--- src/rtl/keypad_scan.sv ---
// keypad_scan: 4x4 matrix keypad row scanner with frame-based debounce and press/enter strobes
module keypad_scan #(
  parameter int SCAN_DIV = 1000,
  parameter int DEB_CNT  = 4
) (
  input  logic       clk,
  input  logic       clr,
  input  logic [3:0] col_n,
  output logic [3:0] row_n,
  output logic [3:0] key,
  output logic       flagpress,
  output logic       enter
);
  localparam int DW = $clog2(SCAN_DIV);
  localparam logic [DW-1:0] DMAX = DW'(SCAN_DIV - 1);
  localparam logic [3:0] DEB = 4'(DEB_CNT);
  typedef enum logic [1:0] {IDLE, DEBOUNCE, PRESSED, RELEASE} state_t;
  state_t state_q, state_d;
  logic [3:0] sync1_q, sync2_q, code_q, code_d, cand_q, cand_d, cnt_q, cnt_d, key_q, key_d;
  logic [DW-1:0] div_q, div_d;
  logic [1:0] row_q, row_d, hits_q, hits_d, sn, tot;
  logic [2:0] sum;
  logic [3:0] samp, scode, fcode;
  logic step, fend, accept_q, accept_d, flagpress_q, flagpress_d, enter_q, enter_d;
  always_comb begin
    samp = ~sync2_q;
    step = div_q == DMAX;
    fend = step && row_q == 2'd3;
    sn = samp == 4'd0 ? 2'd0 : (samp & (samp - 4'd1)) == 4'd0 ? 2'd1 : 2'd2;
    scode = {row_q, samp[0] ? 2'd0 : samp[1] ? 2'd1 : samp[2] ? 2'd2 : 2'd3};
    sum = {1'b0, hits_q} + {1'b0, sn};
    tot = sum >= 3'd2 ? 2'd2 : sum[1:0];
    fcode = hits_q != 2'd0 ? code_q : scode;
    div_d = step ? '0 : div_q + 1'b1;
    row_d = step ? row_q + 2'd1 : row_q;
    hits_d = step ? (fend ? 2'd0 : tot) : hits_q;
    code_d = step ? fcode : code_q;
    state_d = state_q;
    cnt_d = cnt_q;
    cand_d = cand_q;
    accept_d = 1'b0;
    if (fend) begin
      case (state_q)
        IDLE:
          if (tot == 2'd1) begin
            cand_d = fcode;
            cnt_d = 4'd1;
            state_d = DEBOUNCE;
          end
        DEBOUNCE:
          if (tot == 2'd1 && fcode == cand_q) begin
            cnt_d = cnt_q + 4'd1;
            if (cnt_q + 4'd1 == DEB) begin
              state_d = PRESSED;
              accept_d = 1'b1;
            end
          end else begin
            state_d = IDLE;
            cnt_d = 4'd0;
          end
        PRESSED:
          if (tot == 2'd0) begin
            cnt_d = 4'd1;
            state_d = RELEASE;
          end
        default:
          if (tot == 2'd0) begin
            cnt_d = cnt_q + 4'd1;
            if (cnt_q + 4'd1 == DEB) begin
              state_d = IDLE;
              cnt_d = 4'd0;
            end
          end else state_d = PRESSED;
      endcase
    end
    key_d = accept_q ? cand_q : key_q;
    flagpress_d = accept_q && cand_q != 4'hE;
    enter_d = accept_q && cand_q == 4'hE;
  end
  always_ff @(posedge clk or posedge clr) begin
    if (clr) begin
      sync1_q <= 4'hF;
      sync2_q <= 4'hF;
      div_q <= '0;
      row_q <= 2'd0;
      hits_q <= 2'd0;
      code_q <= 4'd0;
      state_q <= IDLE;
      cnt_q <= 4'd0;
      cand_q <= 4'd0;
      accept_q <= 1'b0;
      key_q <= 4'd0;
      flagpress_q <= 1'b0;
      enter_q <= 1'b0;
    end else begin
      sync1_q <= col_n;
      sync2_q <= sync1_q;
      div_q <= div_d;
      row_q <= row_d;
      hits_q <= hits_d;
      code_q <= code_d;
      state_q <= state_d;
      cnt_q <= cnt_d;
      cand_q <= cand_d;
      accept_q <= accept_d;
      key_q <= key_d;
      flagpress_q <= flagpress_d;
      enter_q <= enter_d;
    end
  end
  assign row_n = ~(4'b0001 << row_q);
  assign key = key_q;
  assign flagpress = flagpress_q;
  assign enter = enter_q;
endmodule

--- config.mk ---
export PLATFORM = sky130hd
export DESIGN_NAME = keypad_scan
export DESIGN_NICKNAME = d
export VERILOG_FILES = /design/src/rtl/keypad_scan.sv
export SDC_FILE = /design/constraint.sdc
export NUM_CORES = 1
export LEC_CHECK = 0
export CORE_MARGIN = 2
export CORE_UTILIZATION = 40
export CTS_CLUSTER_SIZE = 20
export DETAILED_ROUTE_END_ITERATION = 6
export GPL_ROUTABILITY_DRIVEN = 0
export PLACE_DENSITY = 0.62
export SYNTH_ARGS = -nofsm -noshare
export SYNTH_HDL_FRONTEND = slang
export SYNTH_SLANG_ARGS = --single-unit
--- constraint.sdc ---
create_clock -name clk -period 5.9 [get_ports clk]
set_clock_uncertainty 0.05 [all_clocks]
set_input_delay 1.18 -clock clk [delete_from_list [all_inputs] [get_ports clk]]
set_output_delay 1.18 -clock clk [all_outputs]
set_load 0.005 [all_outputs]
==> results of run 1 <==
-- power groups by stage --
stage          logic (W)  clock network, W  registers [W]
2_1_floorplan  0.0000149                 0       0.000306
3_3_place_gp   0.0000210                 0       0.000307
3_5_place_dp   0.0000213                 0       0.000308
4_1_cts        0.0000215          0.000208       0.000302
5_1_grt        0.0000239          0.000222       0.000303
6_report       0.0000209          0.000199       0.000302
-- per-layer routing --
layer	vias up	wire [µm]
met1	698	1900
met2	18	1700
li1	755	-
met5	-	0
met3	4	120
met4	0	46
-- kinds of logic after synthesis --
| kind of cell | share of synthesized area, % |
|---|---|
| simple gates | 17.8 |
| flops | 49.9 |
| compound gates | 12.0 |
| buf+inv | 2.65 |
| xor+xnor | 5.24 |
| fa+ha+maj | 7.71 |
| mux | 4.66 |
-- area by class of cell --
class,instances,area share [%]
Timing Repair Buffer,16,6.29
Clock buffer,8,3.99
Tap cell,70,3.49
Inverter,12,1.80
Sequential cell,43,43.3
Multi-Input combinational cell,148,41.1
-- state kept, by name, indices dropped and copies added (netlist names) --
| signal | count |
|---|---|
| accept_q | 1 |
| cand_q | 4 |
| cnt_q | 4 |
| code_q | 4 |
| div_q | 10 |
| enter | 1 |
| flagpress | 1 |
| hits_q | 2 |
| key | 4 |
| row_q | 2 |
| state_q | 2 |
| sync1_q | 4 |
| sync2_q | 4 |
-- stage by stage --
stage,total power [W],std cells,setup slack [ps],hold WS [ps]
after detailed placement,0.000329,289,2500,297
after global routing,0.000549,297,2340,317
after floorplan,0.000321,206,2760,295
final,0.000522,297,2510,308
after CTS,0.000531,297,2490,309
after global placement,0.000328,289,2650,296
-- worst max-delay path, cell delays in order, from the launching register on --
cell and delay [ps]:
dfstp_2 560, xnor2_1 120, a21oi_1 70, mux2_2 260
ha_1 190, fa_1 480, nor3b_1 380, nand2_1 150
a2111o_1 480, o21ai_2 190, mux2_1 340
-- cells in the final DEF, fill, tap and decap left out, types with 2 or more instances in the layout --
| cell | Yosys | routed |
|---|---|---|
| nor2_1 | 18 | 18 |
| xnor2_1 | 7 | 7 |
| nor3b_1 | 2 | 2 |
| a21oi_1 | 8 | 8 |
| and3_1 | 2 | 2 |
| ha_1 | 11 | 11 |
| clkbuf_8 | 0 | 7 |
| nor2b_1 | 2 | 2 |
| nand4_1 | 3 | 3 |
| nand3_1 | 7 | 7 |
| inv_1 | 12 | 12 |
| clkdlybuf4s50_1 | 0 | 15 |
| nor3_1 | 3 | 3 |
| o21ai_0 | 15 | 15 |
| nand2_1 | 22 | 22 |
| xor2_1 | 6 | 6 |
| mux2_2 | 5 | 5 |
| mux2i_1 | 2 | 2 |
| dfstp_2 | 8 | 8 |
| or3_1 | 2 | 2 |
| dfrtp_1 | 35 | 35 |
| or3b_1 | 2 | 2 |
-- worst max path at each step --
stage | start | end | slack (ps)
4_1_cts | sync2_q[2] | state_q[0] | 2490
3_5_place_dp | sync2_q[2] | state_q[0] | 2500
6_report | sync2_q[2] | state_q[0] | 2510
2_1_floorplan | sync2_q[2] | state_q[0] | 2760
5_1_grt | sync2_q[2] | state_q[0] | 2340
3_3_place_gp | sync2_q[2] | state_q[0] | 2650
==> flow_summary_export.csv, run 1 <==
group,metric,value,unit
setup_path,rrSetupSlack,2510,ps
setup_path,cp-end-kind,"flip-flop",
die,die_w,77.7,µm
grt,met3_usage,3.60,%
layout,drive_above_1_share,14.1,%
die,start_util,42.0,%
detailed_routing,via_per_inst,4.97,
yosys,ys_warn_count,0,
setup_path,rr_startpoint,"sync2_q[2]",
layout,syn_to_final_growth,15.3,%
cts,cts_resized,0,
pwr,switching_share,20.4,%
layout,n_antenna_cell,0,
setup_path,worstSetupPathType,"reg -> reg",
cts,cts_buffers,5,
cts,cts_tree,"done",
yosys,async_flop_share,100,%
detailed_routing,vias,1475,
cts,postCtsHoldBufs,0,
grt,antenna_found_initial,0,
layout,seqCellArea,1090,µm²
die,coreArea,5170,µm²
yosys,synthDistinctLibCells,53,
cts,clkSlewWorstSetupHoldPaths,80,ps
hold_path,hp-class,"reg -> reg",
yosys,syn-cell-area,2170,µm²
pwr,clkPwrFrac,38.1,%
sta,setup_tns,0,ps
sta,max_slew_margin,53.7,%
detailed_routing,drt_iter0_drc,57,
setup_path,worstRegToRegCells,10,
grt,met2_usage,22.3,%
setup_path,r2r-end,"state_q[0]",
yosys,ys_seq_elements,43,
detailed_routing,wire_per_inst,12.7,µm
grt,busiest_layer,"met2",
yosys,netlist_instances,206,
cts,clock_sinks,43,
layout,nets,244,
grt,grtUsageTotal,14.4,%
pwr,p_switching,0.000106,W
grt,grt_pass1_vias,1474,
pwr,irDropWorstVdd,0.000144,V
grt,met1_usage,19.6,%
pwr,p_int,0.000416,W
yosys,synth_most_common_cell,"dfrtp_1",
hold_path,min_to,"sync2_q[2]",
place,dpl.hpwl,2760,µm
layout,fillers,494,
layout,multi_input_area,1030,µm²
sta,worst_pin_slew,693,ps
grt,grt_max_degree,44,
cts,insertion_delay,290,ps
yosys,seq_area_frac_synth,49.9,%
setup_path,cp.arrival,3510,ps
sta,rsz0062_at_grt,"false",
pwr,p_seq_share,57.9,%
cts,root_buffer,"clkbuf_8",
die,die_h,77.7,µm
yosys,syn_nets,224,
sta,layout_min_cycle_time,3390,ps
die,die_area,6040,µm²
yosys,synth-main-ff-cell,"dfrtp_1",
sta,finalSetupViolations,0,
yosys,synthTopCellsByCount,"dfrtp_1 (35), nand2_1 (22), nor2_1 (18), o21ai_0 (15), inv_1 (12)",
place,dpl_cell_area,2410,µm²
job,cap_violations,0,
detailed_routing,antenna_left,0,
detailed_routing,dr.pass1.iters,4,
outcome,status,"completed",
layout,stdcell_area,2510,µm²
hold_path,hold_start,"sync1_q[2]",
die,ios,16,
setup_path,crit_fanout,5,
grt,grt_overflow,0,
yosys,synth-edff-count,0,
yosys,synthTopCellsByArea,"dfrtp_1 (40%), dfstp_2 (9.7%), ha_1 (6.3%), nand2_1 (3.8%), o21ai_0 (3.5%)",
cts,clock_path_buffers,2,
detailed_routing,drc_errors,0,
sta,final.period_utilization,57.5,%
pwr,p_per_area,208,nW/µm²
sta,slew_violations,0,
pwr,p_comb_share,4.0,%
setup_path,critPathLaunchType,"flip-flop",
sta,max_freq,295,MHz
sta,finalHoldViolCount,0,
layout,post-route-util,48.5,%
yosys,synth_top_area_share,40.3,%
yosys,syn_avg_cell_area,10.6,µm²
yosys,synth_largest_area_cell,"dfrtp_1",
die,rows,26,
grt,grt_pass1_wl,6890,µm
place,io_buffers,15,
cts,post_cts_buffers,0,
pwr,cellLeakagePower,1.11,nW
setup_path,cp.required,6020,ps
detailed_routing,wl,3760,µm
cts,cts.htree.levels,2,
hold_path,holdPathStages,0,
Power figures use the tool's default switching activity.
==> inputs of run 2 (changes only) <==
--- a/config.mk
+++ b/config.mk
@@ -10,7 +10,7 @@
 export CTS_CLUSTER_SIZE = 20
 export DETAILED_ROUTE_END_ITERATION = 6
 export GPL_ROUTABILITY_DRIVEN = 0
-export PLACE_DENSITY = 0.62
+export PLACE_DENSITY = 0.64
 export SYNTH_ARGS = -nofsm -noshare
 export SYNTH_HDL_FRONTEND = slang
 export SYNTH_SLANG_ARGS = --single-unit
==> constraint.sdc (replaced) <==
create_clock -name clk -period 3 [get_ports clk]
set_clock_uncertainty 0.05 [all_clocks]
set_input_delay 0.6 -clock clk [delete_from_list [all_inputs] [get_ports clk]]
set_output_delay 0.6 -clock clk [all_outputs]
set_load 0.005 [all_outputs]
==> run 2 against run 1 <==
- die area did not move
- largest cell class unchanged
- the run now ends with setup timing left
- clock-buffer cell count is 2 lower
- first-iteration DRC count shrank 37%
- non-clock buffer count up 19
- utilization increased by 4.1 points
- sequential share of layout area fell by 3.4 points
- final cell count grew 6.4%
- clock power rose by 130%
==> flow_summary_export.csv, run 2 (synthesized netlist as in run 1, its figures left out) <==
group,metric,value,unit
outcome,status,"complete, but fails checks",
outcome,violations,"setup timing",
layout,stdcell_area,2720,µm²
layout,drive_above_1_share,24.4,%
layout,stdcell_count,316,
place,dpl.hpwl,2850,µm
detailed_routing,wl_met2,1940,µm
layout,final_common_cell,"dfrtp_1",
sta,rsz0062_at_grt,"true",
layout,largest_register_ffs,10,
layout,syn_to_final_growth,25.1,%
pwr,cellLeakagePower,1.22,nW
layout,n_antenna_cell,0,
grt,antenna_found_initial,0,
sta,worst_slack,-87.0,ps
die,coreArea,5170,µm²
job,cap_violations,0,
setup_path,worstRegToRegCells,11,
detailed_routing,antenna_left,0,
sta,worst_pin_slew,491,ps
detailed_routing,route.top_layer_used,"met4",
sta,max_slew_margin,67.3,%
detailed_routing,via_per_inst,4.96,
detailed_routing,vias,1566,
setup_path,crit_fanout,3,
sta,slew_violations,0,
layout,regMostFlops,"div_q",
cts,insertion_delay,290,ps
hold_path,holdPathStages,0,
pwr,p_total,0.00111,W
die,die_w,77.7,µm
setup_path,cp.required,3130,ps
detailed_routing,drc_errors,0,
setup_path,worstSetupPathType,"reg -> reg",
setup_path,critPathLaunchType,"flip-flop",
cts,clock_sinks,43,
pwr,irDropWorstVdd,0.000315,V
grt,grt_max_degree,20,
cts,clkSlewWorstSetupHoldPaths,80,ps
place,dpl_cell_area,2500,µm²
die,die_h,77.7,µm
layout,nets,263,
detailed_routing,wire_per_inst,12.3,µm
setup_path,cp-end-kind,"flip-flop",
die,ios,16,
detailed_routing,route.met3.wl,100,µm
detailed_routing,dr.pass1.iters,4,
cts,cts_tree,"done",
cts,root_buffer,"clkbuf_8",
die,start_util,42.0,%
grt,grt_pass1_wl,6790,µm
hold_path,hp-class,"reg -> reg",
die,rows,26,
cts,cts.htree.levels,2,
cts,cts_buffers,5,
place,dpl_worst_slack,-54.3,ps
cts,clock_path_buffers,2,
sta,max_freq,324,MHz
grt,grt_pass1_vias,1560,
place,io_buffers,15,
sta,finalHoldViolCount,0,
grt,grt_overflow,0,
grt,grtUsageTotal,14.4,%
detailed_routing,drt_iter0_drc,36,
place,dp.cells,301,
detailed_routing,drt-met1-wl,1790,µm
layout,fillers,457,
sta,finalSetupViolations,4,
pwr,p_per_area,407,nW/µm²
die,die_area,6040,µm²
sta,final.period_utilization,103,%
detailed_routing,wl,3880,µm
sta,layout_min_cycle_time,3090,ps
layout,layout_common_cells,"dfrtp_1 (35), nand2_1 (22), buf_4 (19)",
setup_path,cp.arrival,3210,ps
run 2: per-layer routing:
metal	vias up	global-route usage (%)
li1	802	-
met1	740	18.2
met2	19	23.8
met3	5	3.14
met4	0	5.89
met5	-	0
run 2: metrics by stage:
| step | utilization, % | hold WS [ps] | TNS (ps) |
|---|---|---|---|
| 2_1_floorplan | - | 295 | 0 |
| 3_3_place_gp | 48.4 | 296 | -17.4 |
| 3_5_place_dp | 48.4 | 298 | -119 |
| 4_1_cts | 51.7 | 309 | -89.3 |
| 5_1_grt | 52.6 | 312 | -1090 |
| 6_report | 52.6 | 308 | -214 |
run 2: cell type report:
type	instances	area [µm²]	share of cell area [%]
clock inverter	2	35.0	1.29
inverter	12	45.0	1.66
tap	70	87.6	3.22
clock buffer	6	82.6	3.04
timing repair buffer	35	304	11.2
multi-input combinational	148	1080	39.7
sequential	43	1090	39.9
run 2: worst paths after layout:
| check | start | endpoint | slack [ps] |
|---|---|---|---|
| worst min-delay path | sync1_q[1] | sync2_q[1] | 310 |
| max in group asynchronous | clr | sync2_q[0] | 1650 |
| worst min register to register | sync1_q[1] | sync2_q[1] | 310 |
| worst max-delay path | sync2_q[3] | state_q[0] | -90 |
| worst max register to register | sync2_q[3] | state_q[0] | -90 |
| min in group asynchronous | clr | row_q[0] | 570 |
run 2: power by group:
part           leakage, nW  switching [W]  internal, W
Clock               0.0612       0.000191     0.000269
Combinational        0.596      0.0000273    0.0000288
Sequential           0.559     0.00000306     0.000589
Total                 1.22       0.000221     0.000887
run 2: what timing repair did:
action	CTS	global route
hold buffers	0	0
endpoints found under the setup margin	4	6
pin swaps	3	7
buffers inserted	3	4
gates resized for setup	6	4
run 2: worst max-delay path, cell delays in order, from the launching register on:
cell and delay, ps:
dfstp_2 540, xnor2_1 110, a21oi_1 90, mux2_4 280, ha_4 160, fa_1 460, nor3b_2 210, nand2_1 110
buf_4 140, a2111o_1 330, o21ai_2 170, mux2_4 320
==> inputs of run 3 (changes only) <==
--- a/config.mk
+++ b/config.mk
@@ -10,6 +10,7 @@
 export CTS_CLUSTER_SIZE = 20
 export DETAILED_ROUTE_END_ITERATION = 6
 export GPL_ROUTABILITY_DRIVEN = 0
+export GPL_TIMING_DRIVEN = 0
 export PLACE_DENSITY = 0.64
 export SYNTH_ARGS = -nofsm -noshare
 export SYNTH_HDL_FRONTEND = slang
==> run 3 against run 2 <==
- the run still ends with setup timing left
- combinational power is 1% lower
- flip-flop and latch count is the same
- final area shrank 1.2%
- register-to-register slack got worse by 20 ps
- sequential share of layout area is 0.48 points higher
- largest cell class is now multi-input combinational cells
==> flow_summary_export.csv, run 3 (synthesized netlist as in run 1, its figures left out) <==
group,metric,value,unit
cts,clkSlewWorstSetupHoldPaths,80,ps
detailed_routing,route.top_layer_used,"met4",
sta,rsz0062_at_grt,"true",
setup_path,cp.arrival,3250,ps
setup_path,cp-end-kind,"flip-flop",
layout,largest_register_ffs,10,
sta,layout_min_cycle_time,3110,ps
detailed_routing,dr.pass1.iters,4,
hold_path,hp-class,"reg -> reg",
place,dpl_worst_slack,-204,ps
pwr,p_total,0.00111,W
pwr,p_switching,0.000226,W
sta,worst_pin_slew,851,ps
setup_path,cpPeakStageDelay,560,ps
place,dp.cells,291,
die,ios,16,
layout,n_antenna_cell,0,
sta,hold_ws,309,ps
layout,drive_above_1_share,23.2,%
cts,cts.htree.levels,2,
grt,grt_pass1_vias,1575,
sta,worst_slack,-111,ps
detailed_routing,wl,4010,µm
setup_path,cp_num_buf_inv,0,
detailed_routing,wire_per_inst,13.1,µm
layout,multi_input_area,1120,µm²
outcome,status,"complete, but fails checks",
setup_path,critPathLaunchType,"flip-flop",
cts,clock_path_buffers,2,
layout,syn_to_final_growth,23.6,%
pwr,p_int,0.000885,W
hold_path,holdPathStages,0,
pwr,irDropWorstVdd,0.000300,V
die,die_h,77.7,µm
pwr,clkPwrFrac,41.5,%
layout,regMostFlops,"div_q",
hold_path,hold_start,"sync1_q[1]",
setup_path,critical_path.cell_chain,"xnor2_2 > a21oi_2 > mux2_4 > ha_4 > fa_2 > nor3b_2 > nand2_1 > a2111o_1 > o21ai_2 > mux2_4",
cts,clock_sinks,43,
detailed_routing,via_per_inst,5.05,
die,start_util,42.0,%
cts,cts_buffers,5,
setup_path,rr_startpoint,"sync2_q[2]",
setup_path,worstRegToRegCells,10,
outcome,violations,"setup timing",
sta,finalSetupViolations,4,
setup_path,crit_fanout,4,
pwr,p_comb_share,5.0,%
grt,grt_pass1_wl,6930,µm
detailed_routing,route.met3.wl,116,µm
die,die_area,6040,µm²
setup_path,cpMostUsedCell,"mux2_4",
setup_path,cp_slowest_cell,"dfstp_2",
die,coreArea,5170,µm²
cts,insertion_delay,300,ps
sta,slew_violations,0,
pwr,switching_share,20.4,%
sta,max_slew_margin,43.2,%
sta,finalHoldViolCount,0,
sta,max_freq,321,MHz
place,io_buffers,15,
cts,cts_tree,"done",
layout,seqCellArea,1090,µm²
die,die_w,77.7,µm
setup_path,rrSetupSlack,-110,ps
layout,stdcell_count,307,
place,dpl.hpwl,2780,µm
pwr,p_per_area,414,nW/µm²
detailed_routing,wl_met2,1960,µm
layout,fillers,470,
setup_path,worstSetupPathType,"reg -> reg",
layout,layout_common_cells,"dfrtp_1 (35), nand2_1 (22), nor2_1 (18)",
grt,grt_overflow,0,
pwr,p_seq_share,53.5,%
detailed_routing,vias,1550,
layout,nets,254,
layout,final_common_cell,"dfrtp_1",
cts,root_buffer,"clkbuf_8",
detailed_routing,antenna_left,0,
hold_path,min_to,"sync2_q[1]",
setup_path,cp.required,3140,ps
grt,grtUsageTotal,14.4,%
detailed_routing,drt_iter0_drc,54,
sta,final.period_utilization,104,%
grt,antenna_found_initial,0,
job,cap_violations,0,
sta,setup_tns,-249,ps
pwr,cellLeakagePower,1.19,nW
detailed_routing,drc_errors,0,
detailed_routing,drt-met1-wl,1850,µm
grt,grt_max_degree,44,
die,rows,26,
setup_path,r2r-end,"state_q[0]",
setup_path,crit_family,"compound AO/OA/AOI/OAI gates",
[run 3: changes by cell type in the layout (fill, tap and decap cells not counted), sizes merged]
cell / before / now
clkbuf: 6 / 8
buf: 20 / 9
[run 3: final cells by class]
cell class / instances / share of cell area [%]
plain buffers: 2 / 0.279
clock buffers: 6 / 3.07
clock inverters: 2 / 1.30
inverters: 12 / 1.68
multi-input cells: 148 / 41.6
flip-flops and latches: 43 / 40.4
well taps: 70 / 3.26
repair buffers: 24 / 8.38
[run 3: worst max path at each step]
stage,startpoint,endpoint,cells past startpoint
2_1_floorplan,sync2_q[2],state_q[0],10
3_3_place_gp,sync2_q[0],state_q[1],11
3_5_place_dp,sync2_q[0],cnt_q[1],11
4_1_cts,sync2_q[2],cnt_q[3],12
5_1_grt,sync2_q[2],cnt_q[1],11
6_report,sync2_q[2],state_q[0],10
[run 3: per-stage QoR]
step | utilization [%] | cell area, µm²
2_1_floorplan | - | 2180
3_3_place_gp | 46.7 | 2420
3_5_place_dp | 46.7 | 2420
4_1_cts | 50.3 | 2600
5_1_grt | 52.0 | 2690
6_report | 52.0 | 2690
[run 3: per-layer routing]
layer	track usage (%)	vias to the layer above
met3	3.14	10
li1	-	772
met1	18.0	747
met2	24.1	21
met4	5.89	0
met5	0	-
[run 3: repair_timing]
| item | in CTS | in global routing |
|---|---|---|
| resized for setup | 5 | 13 |
| pin swaps | 9 | 7 |
| hold endpoints to repair | 0 | 0 |
| hold buffers | 0 | 0 |
| buffers inserted | 6 | 3 |
| setup endpoints to repair | 5 | 6 |
[run 3: worst reg2reg max path, stage by stage, from the launching register on]
cell	delay (ps)
dfstp_2	560
xnor2_2	130
a21oi_2	80
mux2_4	270
ha_4	160
fa_2	460
nor3b_2	210
nand2_1	120
a2111o_1	470
o21ai_2	180
mux2_4	320
[run 3: power by group through the flow]
stage | Clock [W] | Sequential (W) | Combinational (W)
2_1_floorplan | 0 | 0.000603 | 0.0000298
3_3_place_gp | 0 | 0.000603 | 0.0000430
3_5_place_dp | 0 | 0.000604 | 0.0000442
4_1_cts | 0.000475 | 0.000594 | 0.0000501
5_1_grt | 0.000495 | 0.000595 | 0.0000620
6_report | 0.000462 | 0.000594 | 0.0000553
